File: src/rtl/div2d_stream.sv
// Streaming 2-D divergence: div = Dx(px) + Dy(py) over a raster-order frame,
// with a one-row line buffer for py and a fixed two-stage output pipeline.
module div2d_stream #(
    parameter int WIDTH     = 32,
    parameter int COLS_LOG2 = 6,
    parameter int ROWS_LOG2 = 6,
    parameter int ADD_W     = 12,
    parameter int BASE_ADDR = 64
) (
    input  logic               i_clk,
    input  logic               i_reset,
    input  logic               i_start,
    input  logic               i_mode,
    input  logic               i_valid,
    input  logic [WIDTH-1:0]   i_datax,
    input  logic [WIDTH-1:0]   i_datay,
    output logic               o_ready,
    output logic [WIDTH+1:0]   o_data,
    output logic [ADD_W-1:0]   o_address,
    output logic               o_valid,
    output logic               o_bussy,
    output logic               o_done
);
    localparam int W     = 1 << COLS_LOG2;
    localparam int PIX_W = COLS_LOG2 + ROWS_LOG2;
    localparam logic [COLS_LOG2-1:0] COL_LAST = '1;
    localparam logic [ROWS_LOG2-1:0] ROW_LAST = '1;

    typedef enum logic [1:0] {IDLE, RUN, FLUSH, DONE} state_t;

    state_t                 state_q, state_d;
    logic                   mode_q, mode_d;
    logic [COLS_LOG2-1:0]   col_q, col_d;
    logic [ROWS_LOG2-1:0]   row_q, row_d;
    logic                   accept, last_pix;
    logic [WIDTH-1:0]       px_prev_q;
    logic [WIDTH-1:0]       lbuf [W];
    logic [WIDTH-1:0]       py_above;
    logic [1:0]             vld_q;
    logic [WIDTH-1:0]       ax_q, bx_q, ay_q, by_q;
    logic [WIDTH-1:0]       ax_d, bx_d, ay_d, by_d;
    logic [PIX_W-1:0]       pix_q;
    logic [WIDTH:0]         dx, dy;
    logic [WIDTH+1:0]       sum;

    assign o_ready  = (state_q == RUN);
    assign o_bussy  = (state_q != IDLE);
    assign o_done   = (state_q == DONE);
    assign o_valid  = vld_q[1];
    assign accept   = i_valid & o_ready;
    assign last_pix = (col_q == COL_LAST) && (row_q == ROW_LAST);
    assign py_above = lbuf[col_q];

    always_comb begin
        state_d = state_q;
        mode_d  = mode_q;
        col_d   = col_q;
        row_d   = row_q;
        case (state_q)
            IDLE: if (i_start) begin
                state_d = RUN;
                mode_d  = i_mode;
                col_d   = '0;
                row_d   = '0;
            end
            RUN: if (accept) begin
                col_d = col_q + 1'b1;
                if (col_q == COL_LAST) row_d = row_q + 1'b1;
                if (last_pix) state_d = FLUSH;
            end
            FLUSH: if (!vld_q[0]) state_d = DONE;
            DONE:    state_d = IDLE;
            default: state_d = IDLE;
        endcase
    end

    // Each difference is a - b; zero padding and the adjoint end-point rule
    // are folded in by forcing one operand to zero.
    always_comb begin
        ax_d = i_datax;
        bx_d = (col_q == '0) ? '0 : px_prev_q;
        ay_d = i_datay;
        by_d = (row_q == '0) ? '0 : py_above;
        if (!mode_q) begin
            if (col_q == COL_LAST) ax_d = '0;
            if (row_q == ROW_LAST) ay_d = '0;
        end
    end

    assign dx  = {ax_q[WIDTH-1], ax_q} - {bx_q[WIDTH-1], bx_q};
    assign dy  = {ay_q[WIDTH-1], ay_q} - {by_q[WIDTH-1], by_q};
    assign sum = {dx[WIDTH], dx} + {dy[WIDTH], dy};

    // Line buffer is read-before-write at the same column; never reset.
    always_ff @(posedge i_clk) begin
        if (accept) lbuf[col_q] <= i_datay;
    end

    always_ff @(posedge i_clk or posedge i_reset) begin
        if (i_reset) begin
            state_q   <= IDLE;
            mode_q    <= 1'b0;
            col_q     <= '0;
            row_q     <= '0;
            px_prev_q <= '0;
            vld_q     <= '0;
            ax_q      <= '0;
            bx_q      <= '0;
            ay_q      <= '0;
            by_q      <= '0;
            pix_q     <= '0;
            o_data    <= '0;
            o_address <= ADD_W'(BASE_ADDR);
        end else begin
            state_q <= state_d;
            mode_q  <= mode_d;
            col_q   <= col_d;
            row_q   <= row_d;
            vld_q   <= {vld_q[0], accept};
            if (accept) begin
                px_prev_q <= i_datax;
                ax_q      <= ax_d;
                bx_q      <= bx_d;
                ay_q      <= ay_d;
                by_q      <= by_d;
                pix_q     <= {row_q, col_q};
            end
            if (vld_q[0]) begin
                o_data    <= sum;
                o_address <= ADD_W'(BASE_ADDR) + ADD_W'(pix_q);
            end
        end
    end
endmodule

File: config.mk
export PLATFORM = sky130hd
export DESIGN_NAME = div2d_stream
export DESIGN_NICKNAME = d
export VERILOG_FILES = /design/src/rtl/div2d_stream.sv
export SDC_FILE = /design/constraint.sdc
export NUM_CORES = 2
export LEC_CHECK = 0
export BUFFER_PORTS_ARGS = -buffer_cell sky130_fd_sc_hd__buf_4
export CAP_MARGIN = 20
export CORE_MARGIN = 2
export CORE_UTILIZATION = 35
export CTS_CLUSTER_DIAMETER = 50
export DETAILED_ROUTE_END_ITERATION = 7
export PLACE_DENSITY = 0.53
export SLEW_MARGIN = 5
export SYNTH_ARGS = -nofsm -noshare
export SYNTH_HDL_FRONTEND = slang
export SYNTH_SLANG_ARGS = --single-unit
File: constraint.sdc
create_clock -name i_clk -period 6.57 [get_ports i_clk]
set_clock_uncertainty 0.1 [all_clocks]
set_input_delay 0.657 -clock i_clk [delete_from_list [all_inputs] [get_ports i_clk]]
set_output_delay 0.657 -clock i_clk [all_outputs]
set_load 0.01 [all_outputs]
## Word level (Yosys, flattened, before mapping)

Memory sizes are Yosys's and may differ from the RTL's.
Cells that the tools add are included.

| word-level totals | value |
|---|---|
| latch bits | 0 |
| input port bits | 69 |
| ROM bits | 0 |
| register bits | 235 |
| output and inout bits | 50 |
| memories kept | 1 |
| memory bits (writable) | 2,048 |

| cells by class | value |
|---|---|
| equal/unequal tests | 10 |
| $mul | 0 |
| shifts and indexed selects | 0 |
| divide/modulo/power cells | 0 |
| multiplexer cells | 19 |
| reductions and logical operators | 10 |
| bitwise gates (word level) | 1 |
| $add $sub $neg | 6 |
| magnitude comparators | 0 |

Memory list:

| memory | words | bits a word | read ports | clocked after memory_dff | write ports | RTL line | text |
|---|---|---|---|---|---|---|---|
| lbuf | 64 | 32 | 1 | 0 | 1 | 37 | `logic [WIDTH-1:0] lbuf [W];` |

Operator list:

| cell | count |
|---|---|
| 32-bit two-way mux | 6 |
| 32-bit by 32-bit subtractor with 33-bit output | 2 |
| 33-bit by 33-bit adder with 34-bit output | 1 |
| 6-bit two-way mux | 4 |
| 6-bit case mux with 2 select lines | 2 |
| 6-bit by 1-bit adder with 6-bit output (second input constant) | 2 |
| 7-bit by 12-bit adder with 12-bit output (first input constant) | 1 |
| 6-bit equality test (second input constant) | 2 |
| 6-bit logical NOT | 2 |
| 2-bit two-way mux | 4 |
| 2-bit case mux with 4 select lines | 1 |
| 4-bit AND reduction | 2 |
| 2-bit by 1-bit != test with 1-bit output (second input constant) | 3 |
| 2-bit equality test (second input constant) | 2 |
| 2-bit != test (second input constant) | 2 |
| 2-bit nonzero test | 2 |
| 3-bit AND reduction | 1 |
| 2-bit by 1-bit equality test with 1-bit output (second input constant) | 1 |
| 2-bit logical NOT | 1 |
| 1-bit two-way mux | 2 |
| 2-bit AND reduction | 1 |
| 1-bit bitwise AND | 1 |
| 1-bit logical AND | 1 |

## Depth between registers and ports, before layout

| depth | value |
|---|---|
| word-level depth | 5 |
| mapped depth | 16 |
| gate-level depth less buffers | 16 |

## Worst setup path before layout

Ideal clock, no wire load.

| timing path | value |
|---|---|
| path type | register to register |
| from | register bx_q[11] |
| to | register o_data[31] |
| setup time | 92 ps |
| data arrival time | 3,674 ps |
| cell stages (with the launch flop) | 14 |
| path slack | 2,705 ps |
| cell sequence | dfrtp_1 fa_1 fa_1 inv_1 ha_1 clkbuf_2 nand4_2 or4_1 or3_1 nand2_1 o221ai_2 or3_1 and4_4 o31ai_2 |

| on the way | value |
|---|---|
| cells in the longest elaborated chain, start to end | 2 |

RTL lines:

| item | RTL line | text |
|---|---|---|
| from (decl) | 40 | `logic [WIDTH-1:0] ax_q, bx_q, ay_q, by_q;` |
| from (signal assigned) | 108 | `bx_q <= '0;` |
| from (signal assigned) | 123 | `bx_q <= bx_d;` |
| 32-bit by 32-bit subtractor with 33-bit output | 90 | `assign dx = {ax_q[WIDTH-1], ax_q} - {bx_q[WIDTH-1], bx_q};` |
| 33-bit by 33-bit adder with 34-bit output | 92 | `assign sum = {dx[WIDTH], dx} + {dy[WIDTH], dy};` |
| to (signal assigned) | 129 | `o_data <= sum;` |
| to (decl) | 18 | `output logic [WIDTH+1:0] o_data,` |

No other way between the ends.
A chain may end at the register's enable or synchronous reset.

## Final worst setup path

| timing path | value |
|---|---|
| from | register col_q[1] |
| to | register by_q[18] |

| on the way | value |
|---|---|
| cells in the longest elaborated chain, start to end | 2 |

RTL lines:

| item | RTL line | text |
|---|---|---|
| from (decl) | 33 | `logic [COLS_LOG2-1:0] col_q, col_d;` |
| from (signal assigned) | 117 | `col_q <= col_d;` |
| memory 64 x 32 bit | -- |  |
| 32-bit two-way mux | 83 | `by_d = (row_q == '0) ? '0 : py_above;` |
| to (signal assigned) | 125 | `by_q <= by_d;` |
| to (decl) | 40 |  |

No other way between the ends.

==> flow_summary.yaml <==
status:
  status: "finished, final reports clean"
setup_path:
  slowest_delay_ns: 0.99
  critical_path_arrival_ns: 5.57
  slowest_stage: "nor3_1"
  end_kind: "flop"
  cpLargestDelayFamily: "compound AO/OA/AOI/OAI gates"
  r2r_setup_slack_ns: 1.62
  path_max_fanout: 110
  r2r_end: "by_q[18]"
  critPathKind: "reg -> reg"
  required_ns: 7.19
  reg2reg_from: "col_q[1]"
  reg2regPathDepth: 9
  cp_cell_sequence: "inv_2, nor2_4, buf_12, a221oi_1, nor2_1, o21ai_0, nand4_1, nor3_1, o21ai_0"
  crit_buf_inv: 2
  cpMostUsedCell: "o21ai_0"
  start_kind: "flop"
detailed_routing:
  wl_per_cell_um: 30.9
  route.detailed.drc: 0
  routed_wl_um: 293000
  num_vias: 54900
  dr.pass1.iters: 6
  ant_nets: 0
  drt-initial-drc-count: 7391
  vias_per_cell: 5.78
sta:
  fin_crit_ns: 4.95
  final.setup.tns_ns: 0
  setup_viol: 0
  clock.fmax_mhz: 202
  rsz0062_at_grt: "no"
  drv_slew: 0
  max_slew_margin_pct: 16.7
  fin_crit_sh_pct: 75.4
  hold_violations: 0
  worst_pin_slew_ns: 1.24
pwr:
  p_leak_nw: 35.0
  power_density_nw_per_um2: 461
  total_power_mw: 48.5
  peakVddDrop_mv: 0.460
floorplanning:
  io_pins: 119
  die_h_um: 512
  num_rows: 186
  die_area_um2: 262000
  die_w_um: 512
  coreArea_um2: 257000
  initial_core_util_pct: 35.2
synth:
  synth-compound-area-share_pct: 11.0
  synth_enable_flop_cells: 2048
  netlist_instances: 5696
  synthXorXnorAreaFrac_pct: 0.339
  synth_top_family_by_area: "compound AO/OA/AOI/OAI gates"
  synthAdderAreaFrac_pct: 2.05
  syn_area_per_cell_um2: 15.9
  yosysSeqAreaShare_pct: 74.6
  synth_nets: 5874
  ys_ff_latch: 2283
  async_reset_ff_share_pct: 10.3
  synth-simple-area-share_pct: 3.36
  syn_area_um2: 90300
  muxShareOfSynthArea_pct: 6.30
  synth_cell_types: 62
  synth_flop_cell: "edfxtp_1"
  ys_warn_count: 0
min_path:
  min-delay-start: "i_datay[10]"
  min_to: "lbuf[61][10]"
  min_delay_path_depth: 1
  hp-class: "in -> reg"
clock_tree:
  cts-root-buf: "clkbuf_16"
  htree_levels: 5
  worstSkewPairLatency_ns: 0.93
  numCtsBuffers: 274
  path_clk_slew_ns: 0.06
  post-cts-setup-buffer-count: 0
  cts_num_sinks: 2283
  cts_tree: "yes"
  post_cts_resized: 0
  cts_max_path_buffers: 4
grt:
  grt_pass1_vias: 52500
  grt_pass1_wl_um: 413000
  grt_max_degree: 157
  gr-total-overflow: 0
  antenna_found_initial: 27
  groute.usage.overall_pct: 21.9
cells_and_area:
  area_growth_pct: 16.5
  final_layout_size_suffix_gt1_share_pct: 15.9
  final_nets: 6106
  fill_cells: 23200
place:
  hpwl_um: 173000
  io_buffers: 118
  gp_congestion: 0.864
run:
  cap_violations: 0
[synth_stat cells (6+ instances only)]
| master | count | area [um2] |
|---|---|---|
| o21a_1 | 9 | 67.6 |
| a221oi_1 | 414 | 3630 |
| buf_2 | 40 | 200 |
| clkbuf_1 | 300 | 1130 |
| inv_1 | 152 | 571 |
| fa_1 | 65 | 1300 |
| a22oi_1 | 36 | 270 |
| nand4_1 | 47 | 294 |
| a21o_1 | 6 | 45.0 |
| mux2i_1 | 356 | 3560 |
| ha_1 | 44 | 551 |
| o21bai_1 | 11 | 82.6 |
| a21oi_1 | 351 | 1760 |
| o21ai_0 | 236 | 1180 |
| nand3_1 | 18 | 90.1 |
| xnor2_1 | 19 | 166 |
| a211o_1 | 6 | 52.6 |
| dfrtp_1 | 234 | 5860 |
| o22ai_1 | 225 | 1410 |
| o221ai_1 | 7 | 61.3 |
| xor2_1 | 16 | 140 |
| nand2_1 | 247 | 927 |
| nor2_1 | 340 | 1280 |
| mux2_2 | 189 | 2130 |
| or3_1 | 9 | 56.3 |
| nor3_1 | 32 | 160 |
| buf_1 | 34 | 128 |
| a22o_1 | 134 | 1170 |
| edfxtp_1 | 2048 | 61500 |
[per-layer routing]
metal  track usage [%]  wire (um)  up-vias
li1                  -          -    23000
met1              32.2     127000    28600
met2              32.6     129000     2874
met3              4.51      29100      448
met4              6.00       8010        8
met5                 0         54        -
[stage by stage]
stage	hold slack, ns	worst slack [ns]	instance area, um2	utilization, %	std cells
after floorplan	0.252	2.70	90300	-	5696
after global placement	0.359	1.00	96100	37.4	8984
after detailed placement	0.364	1.80	96300	37.5	9000
after CTS	0.0378	1.83	105000	41.0	9495
after global routing	0.0594	1.60	105000	41.0	9499
final	0.0895	1.62	105000	41.0	9503
[logic make-up after synthesis]
group / after synthesis
multiplexers: 545
adder cells (fa/ha/maj): 109
AO/OA/AOI/OAI: 1461
buffers and inverters: 538
flip-flops: 2283
AND/OR/NAND/NOR: 725
XOR/XNOR: 35
[how the worst max path moves through the flow]
stage	slack, ns	end	depth (start not counted)	startpoint
global route	1.60	o_data[30]	16	by_q[0]
CTS	1.83	by_q[18]	8	col_q[2]
finish	1.62	by_q[18]	9	col_q[1]
global placement	1.00	by_q[25]	9	col_q[2]
detailed placement	1.80	by_q[18]	8	col_q[2]
floorplan	2.70	o_data[31]	13	bx_q[11]
[area by class of cell]
| cell class | count | area, um2 | share of cell area, % |
|---|---|---|---|
| Sequential cell | 2283 | 67400 | 64.0 |
| Multi-Input combinational cell | 2875 | 21400 | 20.4 |
| Clock buffer | 340 | 7380 | 7.01 |
| Tap cell | 3384 | 4230 | 4.02 |
| Timing Repair Buffer | 340 | 3080 | 2.92 |
| Clock inverter | 121 | 1130 | 1.08 |
| Inverter | 154 | 591 | 0.561 |
| Antenna cell | 6 | 15.0 | 0.0143 |
[where the power goes]
| group | internal [mW] | switching [mW] |
|---|---|---|
| Sequential | 16.5 | 0.599 |
| Combinational | 5.92 | 11.0 |
| Clock | 8.60 | 5.94 |
[layout by cell type, fill, tap and decap left out, types with 9 or more instances in the layout]
cell type and instances:
edfxtp_1 2048, clkbuf_16 283, o21bai_1 11, fa_1 65
xnor2_1 19, xor2_1 16, dfrtp_1 230, o22ai_1 225
nor2_4 73, nor3_1 31, bufinv_16 16, clkbuf_1 49
buf_4 271, o21ai_0 235, nand4_1 47, a21oi_1 351
or3_1 9, ha_1 44, nand2_1 243, a22o_1 134
mux2_2 189, buf_12 32, o21a_1 9, a22oi_1 36
mux2i_1 356, inv_1 149, nor2_1 265, nand3_1 18
dlygate4sd3_1 34, a221oi_1 414, clkinvlp_4 14, inv_6 11
clkinv_1 38, clkinv_2 29
[what timing repair did]
item,in CTS,in global routing
endpoints found under the setup margin,0,0
hold buffers,34,0
endpoints found under the hold margin,72,0
[state kept, by name, indices dropped and copies added (netlist names)]
| name | cells |
|---|---|
| state_q | 2 |
| col_q | 6 |
| ay_q | 32 |
| o_data | 34 |
| ax_q | 32 |
| bx_q | 32 |
| row_q | 6 |
| px_prev_q | 32 |
| lbuf | 2048 |
| by_q | 32 |
| vld_q | 2 |
| mode_q | 1 |
| pix_q | 12 |
| o_address | 12 |
Note: power is estimated with default switching activity, not from simulation.
